`src/rtl/stdp_update_arbiter.sv`:
```
// stdp_update_arbiter: round-robin scheduler sharing one STDP weight-update engine among N_SYN synapses
// Ports: clk/rst_n (async active-low); pre_spike/post_spike per-synapse 1-cycle pulses;
//        cmd_valid/cmd_ready handshake carrying cmd_idx, cmd_pot (1=potentiate), cmd_dt;
//        busy = any slot pending or command outstanding; drop_cnt = overwritten-event count.
// Define STDP_ARB_DROPCNT_EN to build the saturating drop_cnt counter; otherwise drop_cnt is 0.
module stdp_update_arbiter #(
    parameter int N_SYN    = 4,
    parameter int IDX_W    = 2,
    parameter int DT_WIDTH = 8,
    parameter int WINDOW   = 16
) (
    input  logic                clk,
    input  logic                rst_n,
    input  logic [N_SYN-1:0]    pre_spike,
    input  logic [N_SYN-1:0]    post_spike,
    output logic                cmd_valid,
    input  logic                cmd_ready,
    output logic [IDX_W-1:0]    cmd_idx,
    output logic                cmd_pot,
    output logic [DT_WIDTH-1:0] cmd_dt,
    output logic                busy,
    output logic [7:0]          drop_cnt
);
    localparam logic [0:0] IDLE  = 1'b0;
    localparam logic [0:0] ISSUE = 1'b1;
    localparam logic [DT_WIDTH-1:0] ONES = '1;
    localparam logic [DT_WIDTH-1:0] WIN  = DT_WIDTH'(WINDOW);

    logic [DT_WIDTH-1:0] t_pre_q [N_SYN];
    logic [DT_WIDTH-1:0] t_pre_d [N_SYN];
    logic [DT_WIDTH-1:0] t_post_q [N_SYN];
    logic [DT_WIDTH-1:0] t_post_d [N_SYN];
    logic [DT_WIDTH-1:0] slot_dt_q [N_SYN];
    logic [DT_WIDTH-1:0] slot_dt_d [N_SYN];
    logic [DT_WIDTH-1:0] ev_dt [N_SYN];
    logic [N_SYN-1:0]    slot_v_q, slot_v_d, slot_pot_q, slot_pot_d, ev, ev_pot;
    logic [0:0]          state_q, state_d;
    logic [IDX_W-1:0]    last_q, last_d, cmd_idx_q, cmd_idx_d, gnt_idx, cand;
    logic                gnt_found, grant, cmd_pot_q, cmd_pot_d;
    logic [DT_WIDTH-1:0] cmd_dt_q, cmd_dt_d;

    always_comb begin
        for (int i = 0; i < N_SYN; i++) begin
            t_pre_d[i]  = pre_spike[i]  ? DT_WIDTH'(1) : (t_pre_q[i]  == ONES ? ONES : t_pre_q[i]  + DT_WIDTH'(1));
            t_post_d[i] = post_spike[i] ? DT_WIDTH'(1) : (t_post_q[i] == ONES ? ONES : t_post_q[i] + DT_WIDTH'(1));
            // simultaneous pre+post is a zero-delay potentiation regardless of timers
            ev_pot[i] = post_spike[i] && (pre_spike[i] || t_pre_q[i] < WIN);
            ev[i]     = ev_pot[i] || (pre_spike[i] && t_post_q[i] < WIN);
            ev_dt[i]  = pre_spike[i] ? (post_spike[i] ? '0 : t_post_q[i]) : t_pre_q[i];
        end
    end

    // round-robin search starting just after the last grant; index wraps since N_SYN = 2^IDX_W
    always_comb begin
        gnt_found = 1'b0;
        gnt_idx   = last_q;
        cand      = '0;
        for (int k = 0; k < N_SYN; k++) begin
            cand = last_q + IDX_W'(k + 1);
            if (!gnt_found && slot_v_q[cand]) begin
                gnt_found = 1'b1;
                gnt_idx   = cand;
            end
        end
        grant = state_q == IDLE && gnt_found;
    end

    always_comb begin
        slot_v_d   = slot_v_q;
        slot_pot_d = slot_pot_q;
        slot_dt_d  = slot_dt_q;
        state_d    = state_q;
        last_d     = last_q;
        cmd_idx_d  = cmd_idx_q;
        cmd_pot_d  = cmd_pot_q;
        cmd_dt_d   = cmd_dt_q;
        if (grant) begin
            slot_v_d[gnt_idx] = 1'b0;
            state_d   = ISSUE;
            last_d    = gnt_idx;
            cmd_idx_d = gnt_idx;
            cmd_pot_d = slot_pot_q[gnt_idx];
            cmd_dt_d  = slot_dt_q[gnt_idx];
        end else if (state_q == ISSUE && cmd_ready) begin
            state_d = IDLE;
        end
        // a new event written after the grant clear survives in the slot
        for (int i = 0; i < N_SYN; i++) begin
            if (ev[i]) begin
                slot_v_d[i]   = 1'b1;
                slot_pot_d[i] = ev_pot[i];
                slot_dt_d[i]  = ev_dt[i];
            end
        end
    end

    always_ff @(posedge clk or negedge rst_n) begin
        if (!rst_n) begin
            for (int i = 0; i < N_SYN; i++) begin
                t_pre_q[i]   <= ONES;
                t_post_q[i]  <= ONES;
                slot_dt_q[i] <= '0;
            end
            slot_v_q   <= '0;
            slot_pot_q <= '0;
            state_q    <= IDLE;
            last_q     <= IDX_W'(N_SYN - 1);
            cmd_idx_q  <= '0;
            cmd_pot_q  <= 1'b0;
            cmd_dt_q   <= '0;
        end else begin
            t_pre_q    <= t_pre_d;
            t_post_q   <= t_post_d;
            slot_dt_q  <= slot_dt_d;
            slot_v_q   <= slot_v_d;
            slot_pot_q <= slot_pot_d;
            state_q    <= state_d;
            last_q     <= last_d;
            cmd_idx_q  <= cmd_idx_d;
            cmd_pot_q  <= cmd_pot_d;
            cmd_dt_q   <= cmd_dt_d;
        end
    end

    assign cmd_valid = state_q == ISSUE;
    assign cmd_idx   = cmd_idx_q;
    assign cmd_pot   = cmd_pot_q;
    assign cmd_dt    = cmd_dt_q;
    assign busy      = |slot_v_q || cmd_valid;

`ifdef STDP_ARB_DROPCNT_EN
    logic [7:0] drop_q, drop_d;
    logic [4:0] n_drop;

    // an overwrite is an event landing on a slot that stays valid past this edge's grant
    always_comb begin
        n_drop = '0;
        for (int i = 0; i < N_SYN; i++)
            n_drop = n_drop + 5'(ev[i] && slot_v_q[i] && !(grant && gnt_idx == IDX_W'(i)));
        drop_d = ({1'b0, drop_q} + 9'(n_drop) > 9'd255) ? 8'd255 : drop_q + 8'(n_drop);
    end

    always_ff @(posedge clk or negedge rst_n) begin
        if (!rst_n) drop_q <= '0;
        else        drop_q <= drop_d;
    end

    assign drop_cnt = drop_q;
`else
    assign drop_cnt = 8'd0;
`endif
endmodule

```
`config.mk`:
```
export PLATFORM = sky130hd
export DESIGN_NAME = stdp_update_arbiter
export DESIGN_NICKNAME = d
export VERILOG_FILES = /design/src/rtl/stdp_update_arbiter.sv
export SDC_FILE = /design/constraint.sdc
export NUM_CORES = 1
export LEC_CHECK = 0
export BUFFER_PORTS_ARGS = -buffer_cell sky130_fd_sc_hd__buf_4
export CAP_MARGIN = 10
export CORE_MARGIN = 2
export CORE_UTILIZATION = 50
export CTS_BUF_LIST = sky130_fd_sc_hd__clkbuf_8
export CTS_CLUSTER_DIAMETER = 80
export DETAILED_ROUTE_END_ITERATION = 6
export PLACE_DENSITY_LB_ADDON = 0.1
export SLEW_MARGIN = 20
export SYNTH_ARGS = -nofsm -noshare
export SYNTH_HDL_FRONTEND = slang
export SYNTH_SLANG_ARGS = --single-unit
```
`constraint.sdc`:
```
create_clock -name clk -period 1.6 [get_ports clk]
set_input_delay 0.16 -clock clk [delete_from_list [all_inputs] [get_ports clk]]
set_output_delay 0.16 -clock clk [all_outputs]
set_load 0.02 [all_outputs]
```
### Word level (Yosys, flattened, before mapping)

Index checks and enable logic that the tools add are counted.

* equal/unequal tests: 8
* muxes and demuxes: 54
* shifts and indexed selects: 0
* $mul: 0
* order comparisons: 15
* bitwise operators: 4
* reduce and logical (&&, ||, !) cells: 32
* add/subtract/negate cells: 11
* div/mod/pow operators: 0

Operator list (number)
* two-way mux 8 bit: 26
* adder 8 x 1 -> 8 bit (second input constant): 8
* == test 8 bit (second input constant): 8
* < comparator 8 x 5 -> 1 bit (second input constant): 8
* binary-select mux 8 bit (select 2 bit): 1
* two-way mux 1 bit: 16
* < comparator 2 x 3 -> 1 bit (second input constant): 5
* logical AND 1 bit: 14
* binary-select mux 1 bit (select 2 bit): 5
* nonzero test 2 bit: 5
* logical OR 1 bit: 9
* two-way mux 2 bit: 4
* adder 2 bit (second input constant): 2
* AND 4 bit: 1
* two-way mux 4 bit: 1
* NOT 4 bit: 1
* OR reduction 4 bit: 1
* greater-or-equal comparator 3 bit (second input constant): 1
* zero test 1 bit: 3
* NOT 2 -> 3 bit: 1
* adder 2 x 1 -> 2 bit (second input constant): 1
* demux 1 bit (select 2 bit): 1
* greater-or-equal comparator 2 x 1 -> 1 bit (second input constant): 1
* NOT 1 bit: 1

* memories: 0
* register bits after elaboration: 118
* output and inout bits: 21
* latch bits: 0
* ROM bits: 0
* RAM bits: 0

### Longest topological paths before layout

Gate-level depths: netlist of the first run.

* word-level depth: 21
* mapped depth: 6
* gate-level depth less buffers: 6

### Worst setup path before layout of the first run

No wires, ideal clock.

* path type: register -> register
* from: reg last_q[0]
* to: reg cmd_dt_q[1] (netlist: cmd_dt[1])
* data required time: 1.468 ns
* data arrival time: 1.674 ns
* setup slack: -0.206 ns
* setup time: 0.132 ns
* path buffers: 1
* cell stages (with the launch flop): 7
* path through: dfstp_2 nand2b_2 o21ai_2 a221oi_4 buf_6 mux2i_1 o221ai_2

* cells in the longest elaborated chain, start to end: 17

RTL lines
* from (decl): line 38 `logic [IDX_W-1:0] last_q, last_d, cmd_idx_q, cmd_idx_d, gnt_idx, cand;`
* from (signal assigned): line 107 `last_q <= IDX_W'(N_SYN - 1);`
* from (signal assigned): line 118 `last_q <= last_d;`
* adder 2 x 1 -> 2 bit: line 59 `cand = last_q + IDX_W'(k + 1);`
* binary-select mux 1 bit (select 2 bit): line 60 `if (!gnt_found && slot_v_q[cand]) begin`
* two-way mux 1 bit (implied by the code): line 60
* two-way mux 1 bit: line 60
* zero test 1 bit: line 60
* logical AND 1 bit: line 60
* two-way mux 1 bit: line 60
* zero test 1 bit: line 60
* logical AND 1 bit: line 60
* two-way mux 1 bit: line 60
* zero test 1 bit: line 60
* logical AND 1 bit: line 60
* two-way mux 2 bit: line 60
* NOT 2 -> 3 bit (implied by the code): line 83 `cmd_dt_d = slot_dt_q[gnt_idx];`
* binary-select mux 8 bit (select 2 bit): line 83
* two-way mux 8 bit (implied by the code) (2 in a row): line 83
* to (signal assigned): line 121 `cmd_dt_q <= cmd_dt_d;`
* to (decl): line 40 `logic [DT_WIDTH-1:0] cmd_dt_q, cmd_dt_d;`

Parallel ways exist; a longest one is shown, timed or not. The select of a mux whose other input is x is not followed.
A chain may end at the register's enable or synchronous reset.

### Worst setup path in the final report of the first run

* from: reg last_q[0]
* to: reg cmd_dt_q[4] (netlist: cmd_dt[4])

Same word-level chain as after synthesis.

==> qor.tcl, run 1 <==
set qor(run_status) {complete, but fails checks}
set qor(failing_checks) {negative setup slack}
set qor(groute.layer.met2.usage_pct) 32.7
set qor(core_um2) 10800
set qor(postSynthRegisterBits) 118
set qor(rsz0062_at_grt) {true}
set qor(crit_path_max_fanout) 5
set qor(final_min_period_over_clock_period_pct) 117
set qor(cellInternalPower_mw) 6.75
set qor(yosys.cell_types.count) 43
set qor(initial_utilization_pct) 51.4
set qor(fp-row-count) 38
set qor(grtUsageMet1_pct) 27.3
set qor(clk_root_buffer_cell) {sky130_fd_sc_hd__clkbuf_8}
set qor(post-layout-total-power_mw) 9.75
set qor(hold-worst-slack_ps) 440
set qor(max_freq_ghz) 0.535
set qor(power.density_nw_per_um2) 1400
set qor(timing.final.ws_setup_ps) -269
set qor(comb_power_share_pct) 33.0
set qor(die_height_um) 110
set qor(antenna_cells_inserted) 0
set qor(drt_iter0_markers) 332
set qor(synth.top_cells.by_count) {80 x sky130_fd_sc_hd__a21oi_1, 66 x sky130_fd_sc_hd__dfstp_2, 52 x sky130_fd_sc_hd__dfrtp_1, 42 x sky130_fd_sc_hd__nand2_1, 40 x sky130_fd_sc_hd__and3_1}
set qor(accumulated_negative_setup_slack_ps) -2380
set qor(crit_path_end_kind) {register}
set qor(global_route.usage.met3_pct) 6.52
set qor(gp_congestion) 0.777
set qor(maxCapViolations) 0
set qor(place_hpwl_mm) 7.61
set qor(hold_viol_final) 0
set qor(design.die.area_um2) 12000
set qor(horizontal_die_dimension_um) 110
set qor(firstDrtPassIters) 4
set qor(final_max_slew_viol_count) 0
set qor(vdd_ir_drop_max_mv) 1.03
set qor(synth_instances) 526
set qor(post_synth_instance_area_um2) 5570
set qor(finalCriticalPeriod_ps) 1870
set qor(initial_antenna_violation_count) 0
set qor(synth_warnings) 0
set qor(sw_frac_of_total_pct) 30.7
set qor(drive_above_1_share_pct) 32.8
set qor(route.detailed.drc) 0
set qor(worst-r2r-setup-slack_ps) -270
set qor(cts_buffers) 17
set qor(yosys-top-cells-area) {sky130_fd_sc_hd__dfstp_2 31%, sky130_fd_sc_hd__dfrtp_1 23%, sky130_fd_sc_hd__a21oi_1 7.2%}
set qor(path_category_of_the_worst_min_delay_check) {input pin to register}
set qor(h-tree-depth) 4
set qor(overflow_left_after_global_routing) 0
set qor(insertion_delay_ps) 440
set qor(vias) 4094
set qor(synth_top_area_share_pct) 31.2
set qor(grt_pass1_wl_mm) 19.2
set qor(setup_viol_count_final) 13
set qor(synth_seq_area_share_pct) 54.5
set qor(p_switching_mw) 2.99
set qor(routed_wl_mm) 11.9
set qor(clock_sinks) 118
set qor(clk_transition_reported_paths_ps) 70
set qor(synthDominantAreaCellType) {sky130_fd_sc_hd__dfstp_2}
set qor(synth-async-reset-ratio_pct) 100
set qor(clock_tree.buffer_depth) 2
set qor(grt_start_max_net_pins) 54
set qor(via_per_instance_ratio) 5.42
set qor(buffer_ports.inserted) 23
set qor(sequentialPowerShare_pct) 36.8
set qor(crit_arrival_ps) 2190
set qor(timing.critical_path.from_type) {register}
set qor(boundaryPins) 32
set qor(syn_avg_cell_area_um2) 10.6
set qor(grt_pass1_vias) 4047
set qor(most_frequently_used_cell_type_in_the_post_synthesis_netlist) {sky130_fd_sc_hd__a21oi_1}
set qor(finalNetCount) 622
set qor(area_delta_synth_final_pct) 24.9
set qor(power.share.clock_pct) 30.2
set qor(globalRoute.busiestLayer) {met2}
set qor(finalClockSkew_ps) 10.9
set qor(grt_usage_pct) 21.0
set qor(tritoncts) {done}
set qor(routedWlPerCell_um) 15.7
set qor(antenna_left) 0
set qor(synth-edff-count) 0
set qor(yosys_most_used_dff) {sky130_fd_sc_hd__dfstp_2}
set qor(layout.core_utilization_pct) 64.2
set qor(cp_data_required_time_ps) 1920
set qor(total_leakage_power_nw) 2.94
set qor(timing.setup.critical_path_class) {register to register}
[what timing repair did]
action                     in CTS  in global routing
gates cloned                    2                  1
setup buffers                   6                  3
hold buffers                   10                  0
hold endpoints to repair      124                  0
setup endpoints to repair      19                 36
resized for setup              16                 31
pin swaps                       6                  4
[power by group through the flow]
stage | logic [mW] | clock network, mW | registers, mW
after floorplan | 1.42 | 0 | 3.68
after global routing | 3.44 | 3.15 | 3.62
after CTS | 2.89 | 3.01 | 3.57
final | 3.22 | 2.94 | 3.59
after detailed placement | 2.27 | 0 | 3.62
after global placement | 2.23 | 0 | 3.61
[cells in the final DEF (no fill, tap or decap), drive strengths merged, types with 4 or more instances in the layout]
| cell type | count |
|---|---|
| o221ai | 9 |
| dlygate4sd3 | 10 |
| nor2 | 25 |
| clkinvlp | 4 |
| inv | 16 |
| a311oi | 5 |
| a211oi | 4 |
| ha | 8 |
| buf | 61 |
| nand3 | 25 |
| nor2b | 29 |
| xnor2 | 19 |
| nand2 | 42 |
| nor3 | 9 |
| a21oi | 81 |
| or2 | 6 |
| dfrtp | 52 |
| dfstp | 66 |
| and3 | 40 |
| mux2i | 18 |
| clkbuf | 22 |
| xor2 | 13 |
| o21ai | 12 |
| nor4 | 9 |
| conb | 8 |
[state kept, by name (all words and copies together), names as in the netlist]
name / cells
last_q: 2
cmd_dt: 8
cmd_pot: 1
slot_dt_q: 32
slot_pot_q: 4
t_pre_q: 32
cmd_idx: 2
cmd_valid: 1
t_post_q: 32
slot_v_q: 4
[path summary, 6_finish.rpt]
kind,cells after the start,endpoint,startpoint
worst max-delay path,7,cmd_dt[4],last_q[0]
max in group asynchronous,3,t_post_q[28],rst_n
worst min-delay path,3,cmd_valid,cmd_ready
worst min register to register,2,last_q[1],last_q[1]
min in group asynchronous,2,t_pre_q[5],rst_n
worst max register to register,7,cmd_dt[4],last_q[0]
[metrics by stage]
stage          instance area (um2)  cells  setup slack, ps
2_1_floorplan                 5600    533             -177
3_3_place_gp                  6080    703             -166
3_5_place_dp                  6080    703             -246
4_1_cts                       6780    753             -239
5_1_grt                       6960    756             -345
6_report                      6960    756             -269
[critical path, stage by stage (launching register included)]
cell and delay (ps):
sky130_fd_sc_hd__dfstp_2 550, sky130_fd_sc_hd__nand2b_4 150, sky130_fd_sc_hd__o21ai_4 70, sky130_fd_sc_hd__a221oi_4 310, sky130_fd_sc_hd__buf_6 170, sky130_fd_sc_hd__clkbuf_16 170
sky130_fd_sc_hd__mux2i_2 240, sky130_fd_sc_hd__o221ai_2 100
[layout make-up]
class / instances / area, um2
fillers: 855 / 3880
flip-flops and latches: 118 / 3040
multi-input cells: 380 / 2560
repair buffers: 72 / 688
clock buffers: 21 / 289
well taps: 140 / 175
clock inverters: 11 / 148
inverters: 14 / 52.6
[kinds of logic after synthesis]
| logic type | Yosys count | share of synthesized area (%) |
|---|---|---|
| mux | 18 | 3.24 |
| compound gates | 117 | 13.4 |
| simple gates | 197 | 18.6 |
| flops | 118 | 54.5 |
| fa+ha+maj | 8 | 1.80 |
| buf+inv | 35 | 3.28 |
| xor+xnor | 32 | 5.03 |
| other cells | 1 | 0.0674 |
[layer usage]
layer | wire, um | vias to the layer above
met5 | 0 | -
met4 | 193 | 0
met3 | 342 | 21
met2 | 5880 | 55
met1 | 5470 | 1999
li1 | - | 2019
(Power assumes the default switching activity.)
==> inputs of run 2 (changes only) <==
--- a/config.mk
+++ b/config.mk
@@ -7,12 +7,15 @@
 export LEC_CHECK = 0
 export BUFFER_PORTS_ARGS = -buffer_cell sky130_fd_sc_hd__buf_4
 export CAP_MARGIN = 10
+export CELL_PAD_IN_SITES_DETAIL_PLACEMENT = 1
+export CELL_PAD_IN_SITES_GLOBAL_PLACEMENT = 1
 export CORE_MARGIN = 2
-export CORE_UTILIZATION = 50
+export CORE_UTILIZATION = 45
 export CTS_BUF_LIST = sky130_fd_sc_hd__clkbuf_8
 export CTS_CLUSTER_DIAMETER = 80
 export DETAILED_ROUTE_END_ITERATION = 6
-export PLACE_DENSITY_LB_ADDON = 0.1
+export PLACE_DENSITY = 0.82
+export SETUP_SLACK_MARGIN = 0.05
 export SLEW_MARGIN = 20
 export SYNTH_ARGS = -nofsm -noshare
 export SYNTH_HDL_FRONTEND = slang
==> qor.tcl, run 2 (synthesis gave the netlist of run 1 again) <==
set qor(final_cell_count_no_fill) 786
set qor(grt_pass1_wl_mm) 23.3
set qor(maxCapViolations) 0
set qor(tritoncts) {done}
set qor(final_min_period_over_clock_period_pct) 122
set qor(crit_chain) {nand2b_4 > o21ai_4 > a221oi_4 > buf_6 > buf_12 > mux2i_1 > o221ai_2}
set qor(finalCriticalPeriod_ps) 1960
set qor(timing.setup.critical_path_class) {register to register}
set qor(cp_data_required_time_ps) 1910
set qor(routed_wl_mm) 15.5
set qor(core_um2) 12100
set qor(max_freq_ghz) 0.511
set qor(place_hpwl_mm) 9.48
set qor(boundaryPins) 32
set qor(post-layout-total-power_mw) 10.1
set qor(vdd_ir_drop_max_mv) 0.684
set qor(gp_congestion) 0.810
set qor(final.fill_count) 1258
set qor(insertion_delay_ps) 450
set qor(die_height_um) 115
set qor(h-tree-depth) 4
set qor(cp_num_buf_inv) 2
set qor(timing.critical_path.from_type) {register}
set qor(firstDrtPassIters) 4
set qor(final_max_slew_viol_count) 0
set qor(power.density_nw_per_um2) 1400
set qor(crit_path_max_fanout) 6
set qor(final_cell_mix) {67 x sky130_fd_sc_hd__a21oi_1, 66 x sky130_fd_sc_hd__dfstp_2, 51 x sky130_fd_sc_hd__buf_4}
set qor(finalInstanceArea_um2) 7250
set qor(drt_iter0_markers) 218
set qor(clk_root_buffer_cell) {sky130_fd_sc_hd__clkbuf_8}
set qor(hold_viol_final) 0
set qor(dpl_cell_area_um2) 6120
set qor(timing.final.ws_setup_ps) -358
set qor(vias) 4349
set qor(total_leakage_power_nw) 2.97
set qor(setup_viol_count_final) 16
set qor(critical_path.slowest_cell) {sky130_fd_sc_hd__dfstp_2}
set qor(crit_path_end_kind) {register}
set qor(cts_buffers) 17
set qor(buffer_ports.inserted) 23
set qor(grt_usage_pct) 23.0
set qor(grt_start_max_net_pins) 42
set qor(antenna_cells_inserted) 0
set qor(run_status) {complete, but fails checks}
set qor(accumulated_negative_setup_slack_ps) -3470
set qor(crit_arrival_ps) 2270
set qor(design.die.area_um2) 13300
set qor(failing_checks) {negative setup slack}
set qor(horizontal_die_dimension_um) 115
set qor(grt_pass1_vias) 4726
set qor(drive_above_1_share_pct) 38.7
set qor(antenna_left) 0
set qor(finalNetCount) 624
set qor(route.detailed.drc) 0
set qor(clk_transition_reported_paths_ps) 80
set qor(final_common_cell) {sky130_fd_sc_hd__a21oi_1}
set qor(max_stage_delay_ps) 550
set qor(initial_antenna_violation_count) 0
set qor(layout_top_registers) {slot_dt_q x32, t_post_q x32, t_pre_q x32}
set qor(finalClockSkew_ps) 15.6
set qor(clock_sinks) 118
set qor(initial_utilization_pct) 46.2
set qor(clock_tree.buffer_depth) 2
set qor(worst_slack_placed_ps) -269
set qor(path_category_of_the_worst_min_delay_check) {input pin to asynchronous set/reset pin}
set qor(area_delta_synth_final_pct) 30.2
set qor(routedWlPerCell_um) 19.7
set qor(rsz0062_at_grt) {true}
set qor(fp-row-count) 40
set qor(path_delay_family) {flip-flops}
set qor(via_per_instance_ratio) 5.53
set qor(overflow_left_after_global_routing) 0
set qor(dp.cells) 730
==> run 2: cell count changes in the layout (fill, tap and decap cells not counted), sizes merged <==
cell      before  now
clkinvlp       4    1
clkinv         2    4
buf           61   62
bufinv         3    4
clkbuf        22   23
==> run 2: metrics by stage <==
step / utilization (%) / hold WS, ps
global placement: 50.7 / 122
finish: 60.1 / 191
CTS: 56.8 / 192
detailed placement: 50.7 / 123
floorplan: - / -136
global route: 60.1 / 213
==> run 2: final timing paths <==
| path | start | to | slack [ps] | cells after the start |
|---|---|---|---|---|
| min in group clk | cmd_ready | cmd_valid | 420 | 3 |
| max in group asynchronous | rst_n | t_post_q[21] | 710 | 3 |
| max | last_q[0] | cmd_dt[3] | -360 | 7 |
| max reg2reg | last_q[0] | cmd_dt[3] | -360 | 7 |
| min | rst_n | slot_v_q[2] | 190 | 2 |
| min reg2reg | slot_pot_q[1] | slot_pot_q[1] | 500 | 2 |
==> run 2: power breakdown <==
group / switching (mW) / internal, mW
Sequential: 0.291 / 3.34
Clock: 1.20 / 1.84
Combinational: 1.72 / 1.75
==> run 2: timing repair <==
item	4_1_cts	5_1_grt
endpoints found under the setup margin	37	56
pin swaps	4	17
cloned	1	2
hold endpoints to repair	95	0
buffers inserted	4	7
hold buffers	10	0
resized for setup	28	64
==> run 2: layout make-up <==
class	instances	area [um2]	share of cell area (%)
inverters	14	52.6	0.725
well taps	168	210	2.90
multi-input cells	380	2790	38.4
clock inverters	11	154	2.12
clock buffers	21	289	3.99
repair buffers	74	717	9.89
flip-flops and latches	118	3040	41.9
==> run 2: routing by layer <==
metal	up-vias	share of wire [%]	global-route usage, %	routed length [um]
li1	2019	-	-	-
met4	0	1.8	9.72	282
met3	24	2.7	6.27	413
met5	-	0	0	0
met2	70	54	40.1	8290
met1	2236	42	26.6	6480
==> inputs of run 3 (changes only) <==
--- a/config.mk
+++ b/config.mk
@@ -9,12 +9,11 @@
 export CAP_MARGIN = 10
 export CELL_PAD_IN_SITES_DETAIL_PLACEMENT = 1
 export CELL_PAD_IN_SITES_GLOBAL_PLACEMENT = 1
-export CORE_MARGIN = 2
 export CORE_UTILIZATION = 45
 export CTS_BUF_LIST = sky130_fd_sc_hd__clkbuf_8
 export CTS_CLUSTER_DIAMETER = 80
 export DETAILED_ROUTE_END_ITERATION = 6
-export PLACE_DENSITY = 0.82
+export PLACE_DENSITY = 0.88
 export SETUP_SLACK_MARGIN = 0.05
 export SLEW_MARGIN = 20
 export SYNTH_ARGS = -nofsm -noshare
==> qor.tcl, run 3 (synthesis gave the netlist of run 1 again) <==
set qor(run_status) {complete, but fails checks}
set qor(failing_checks) {negative setup slack}
set qor(overflow_left_after_global_routing) 0
set qor(area_delta_synth_final_pct) 29.2
set qor(total_leakage_power_nw) 3.07
set qor(launching_point_of_the_worst_reg2reg_path) {last_q[0]}
set qor(dp.cells) 710
set qor(worst_slack_placed_ps) -250
set qor(sw_frac_of_total_pct) 31.9
set qor(place_hpwl_mm) 9.11
set qor(rsz0062_at_grt) {true}
set qor(crit_path_max_fanout) 15
set qor(final_max_slew_viol_count) 0
set qor(layout_top_registers) {slot_dt_q x32, t_post_q x32, t_pre_q x32}
set qor(worst_hold_path.num_cells) 3
set qor(finalCriticalPeriod_ps) 1930
set qor(finalNetCount) 635
set qor(cellInternalPower_mw) 6.66
set qor(grt_pass1_wl_mm) 23.7
set qor(fp-row-count) 40
set qor(worst_hold_startpoint) {post_spike[3]}
set qor(grt_start_max_net_pins) 39
set qor(power.density_nw_per_um2) 1360
set qor(clk_root_buffer_cell) {sky130_fd_sc_hd__clkbuf_8}
set qor(die_height_um) 113
set qor(horizontal_die_dimension_um) 113
set qor(insertion_delay_ps) 450
set qor(routed_wl_mm) 15.3
set qor(maxCapViolations) 0
set qor(drt_iter0_markers) 218
set qor(vias) 4417
set qor(final_cell_mix) {68 x sky130_fd_sc_hd__a21oi_1, 66 x sky130_fd_sc_hd__dfstp_2, 63 x sky130_fd_sc_hd__buf_4}
set qor(worst-r2r-setup-slack_ps) -330
set qor(setup_viol_count_final) 14
set qor(total_area_of_multi_input_combinational_cells_um2) 2710
set qor(gp_congestion) 0.832
set qor(vdd_ir_drop_max_mv) 0.618
set qor(timing.final.ws_setup_ps) -329
set qor(clk_transition_reported_paths_ps) 80
set qor(clock_sinks) 118
set qor(reg2reg_depth) 6
set qor(path_category_of_the_worst_min_delay_check) {input pin to register}
set qor(final_min_period_over_clock_period_pct) 121
set qor(clock_tree.buffer_depth) 2
set qor(antenna_cells_inserted) 0
set qor(register_area_um2) 3040
set qor(timing.critical_path.from_type) {register}
set qor(hold_viol_final) 0
set qor(accumulated_negative_setup_slack_ps) -3360
set qor(cp_data_required_time_ps) 1930
set qor(crit_arrival_ps) 2260
set qor(tritoncts) {done}
set qor(max_freq_ghz) 0.518
set qor(final.fill_count) 1264
set qor(h-tree-depth) 4
set qor(cts_buffers) 17
set qor(worst_hold_path_endpoint) {t_post_q[1]}
set qor(initial_antenna_violation_count) 0
set qor(crit_path_end_kind) {register}
set qor(via_per_instance_ratio) 5.69
set qor(initial_utilization_pct) 46.3
set qor(finalClockSkew_ps) 9.04
set qor(dpl_cell_area_um2) 6100
set qor(r2r-end) {cmd_dt[5]}
set qor(sequentialPowerShare_pct) 37.0
set qor(drive_above_1_share_pct) 39.1
set qor(route.detailed.drc) 0
set qor(grt_pass1_vias) 4720
set qor(finalInstanceArea_um2) 7190
set qor(design.die.area_um2) 12800
set qor(final_common_cell) {sky130_fd_sc_hd__a21oi_1}
set qor(power.share.clock_pct) 31.6
set qor(boundaryPins) 32
set qor(buffer_ports.inserted) 23
set qor(p_switching_mw) 3.11
set qor(final_cell_count_no_fill) 776
set qor(grt_usage_pct) 24.1
set qor(antenna_left) 0
set qor(core_um2) 12000
set qor(timing.setup.critical_path_class) {register to register}
set qor(routedWlPerCell_um) 19.8
set qor(firstDrtPassIters) 4
set qor(comb_power_share_pct) 31.4
set qor(post-layout-total-power_mw) 9.77
-- run 3: cell types whose count changed in the layout (fill, tap and decap cells not counted), sizes merged --
cell / before / now
clkbuf: 23 / 19
inv: 16 / 17
bufinv: 4 / 5
buf: 62 / 74
clkinv: 4 / 6
clkinvlp: 1 / 0
-- run 3: worst max-delay path, cell delays in order (launching register included) --
cell and delay [ps]:
sky130_fd_sc_hd__dfstp_2 570, sky130_fd_sc_hd__nand2b_4 150, sky130_fd_sc_hd__o21ai_4 70, sky130_fd_sc_hd__a221oi_4 380, sky130_fd_sc_hd__buf_12 220, sky130_fd_sc_hd__mux2i_1 280, sky130_fd_sc_hd__o221ai_2 120
-- run 3: layout make-up --
class                   count  area share [%]
flip-flops and latches    118            42.3
multi-input cells         380            37.7
inverters                  14           0.730
clock inverters            14            2.66
repair buffers             85            10.6
clock buffers              18            3.44
well taps                 147            2.56
-- run 3: power by group through the flow --
stage | sequential [mW] | combinational [mW] | clock (mW)
after floorplan | 3.68 | 1.42 | 0
after global placement | 3.59 | 2.25 | 0
after detailed placement | 3.62 | 2.39 | 0
after CTS | 3.59 | 2.64 | 3.14
after global routing | 3.65 | 3.24 | 3.26
final | 3.62 | 3.07 | 3.09
-- run 3: metrics by stage --
stage	hold WS [ps]	utilization (%)
CTS	393	56.6
finish	460	59.9
detailed placement	335	50.8
global placement	328	50.8
floorplan	-136	-
global route	457	59.9
-- run 3: how the worst max path moves through the flow --
stage	startpoint	end	slack [ps]	depth (start not counted)
after floorplan	last_q[0]	cmd_dt[0]	-180	6
after global routing	last_q[0]	cmd_dt[5]	-370	6
after global placement	last_q[0]	cmd_pot	-110	6
after detailed placement	last_q[0]	cmd_dt[6]	-250	6
final	last_q[0]	cmd_dt[5]	-330	6
after CTS	last_q[0]	cmd_dt[6]	-240	6
-- run 3: timing repair --
item	CTS	global route
cloned	0	2
hold buffers	10	0
buffers inserted	4	19
pin swaps	15	14
hold endpoints to repair	87	0
setup endpoints to repair	38	65
resized for setup	33	51
-- run 3: per-layer routing --
layer	share of wire (%)	vias to the layer above	global-route usage, %
met5	0	-	0
met4	2.1	0	10.8
met3	2.8	29	5.62
met2	52	77	41.9
met1	43	2278	28.4
li1	-	2033	-
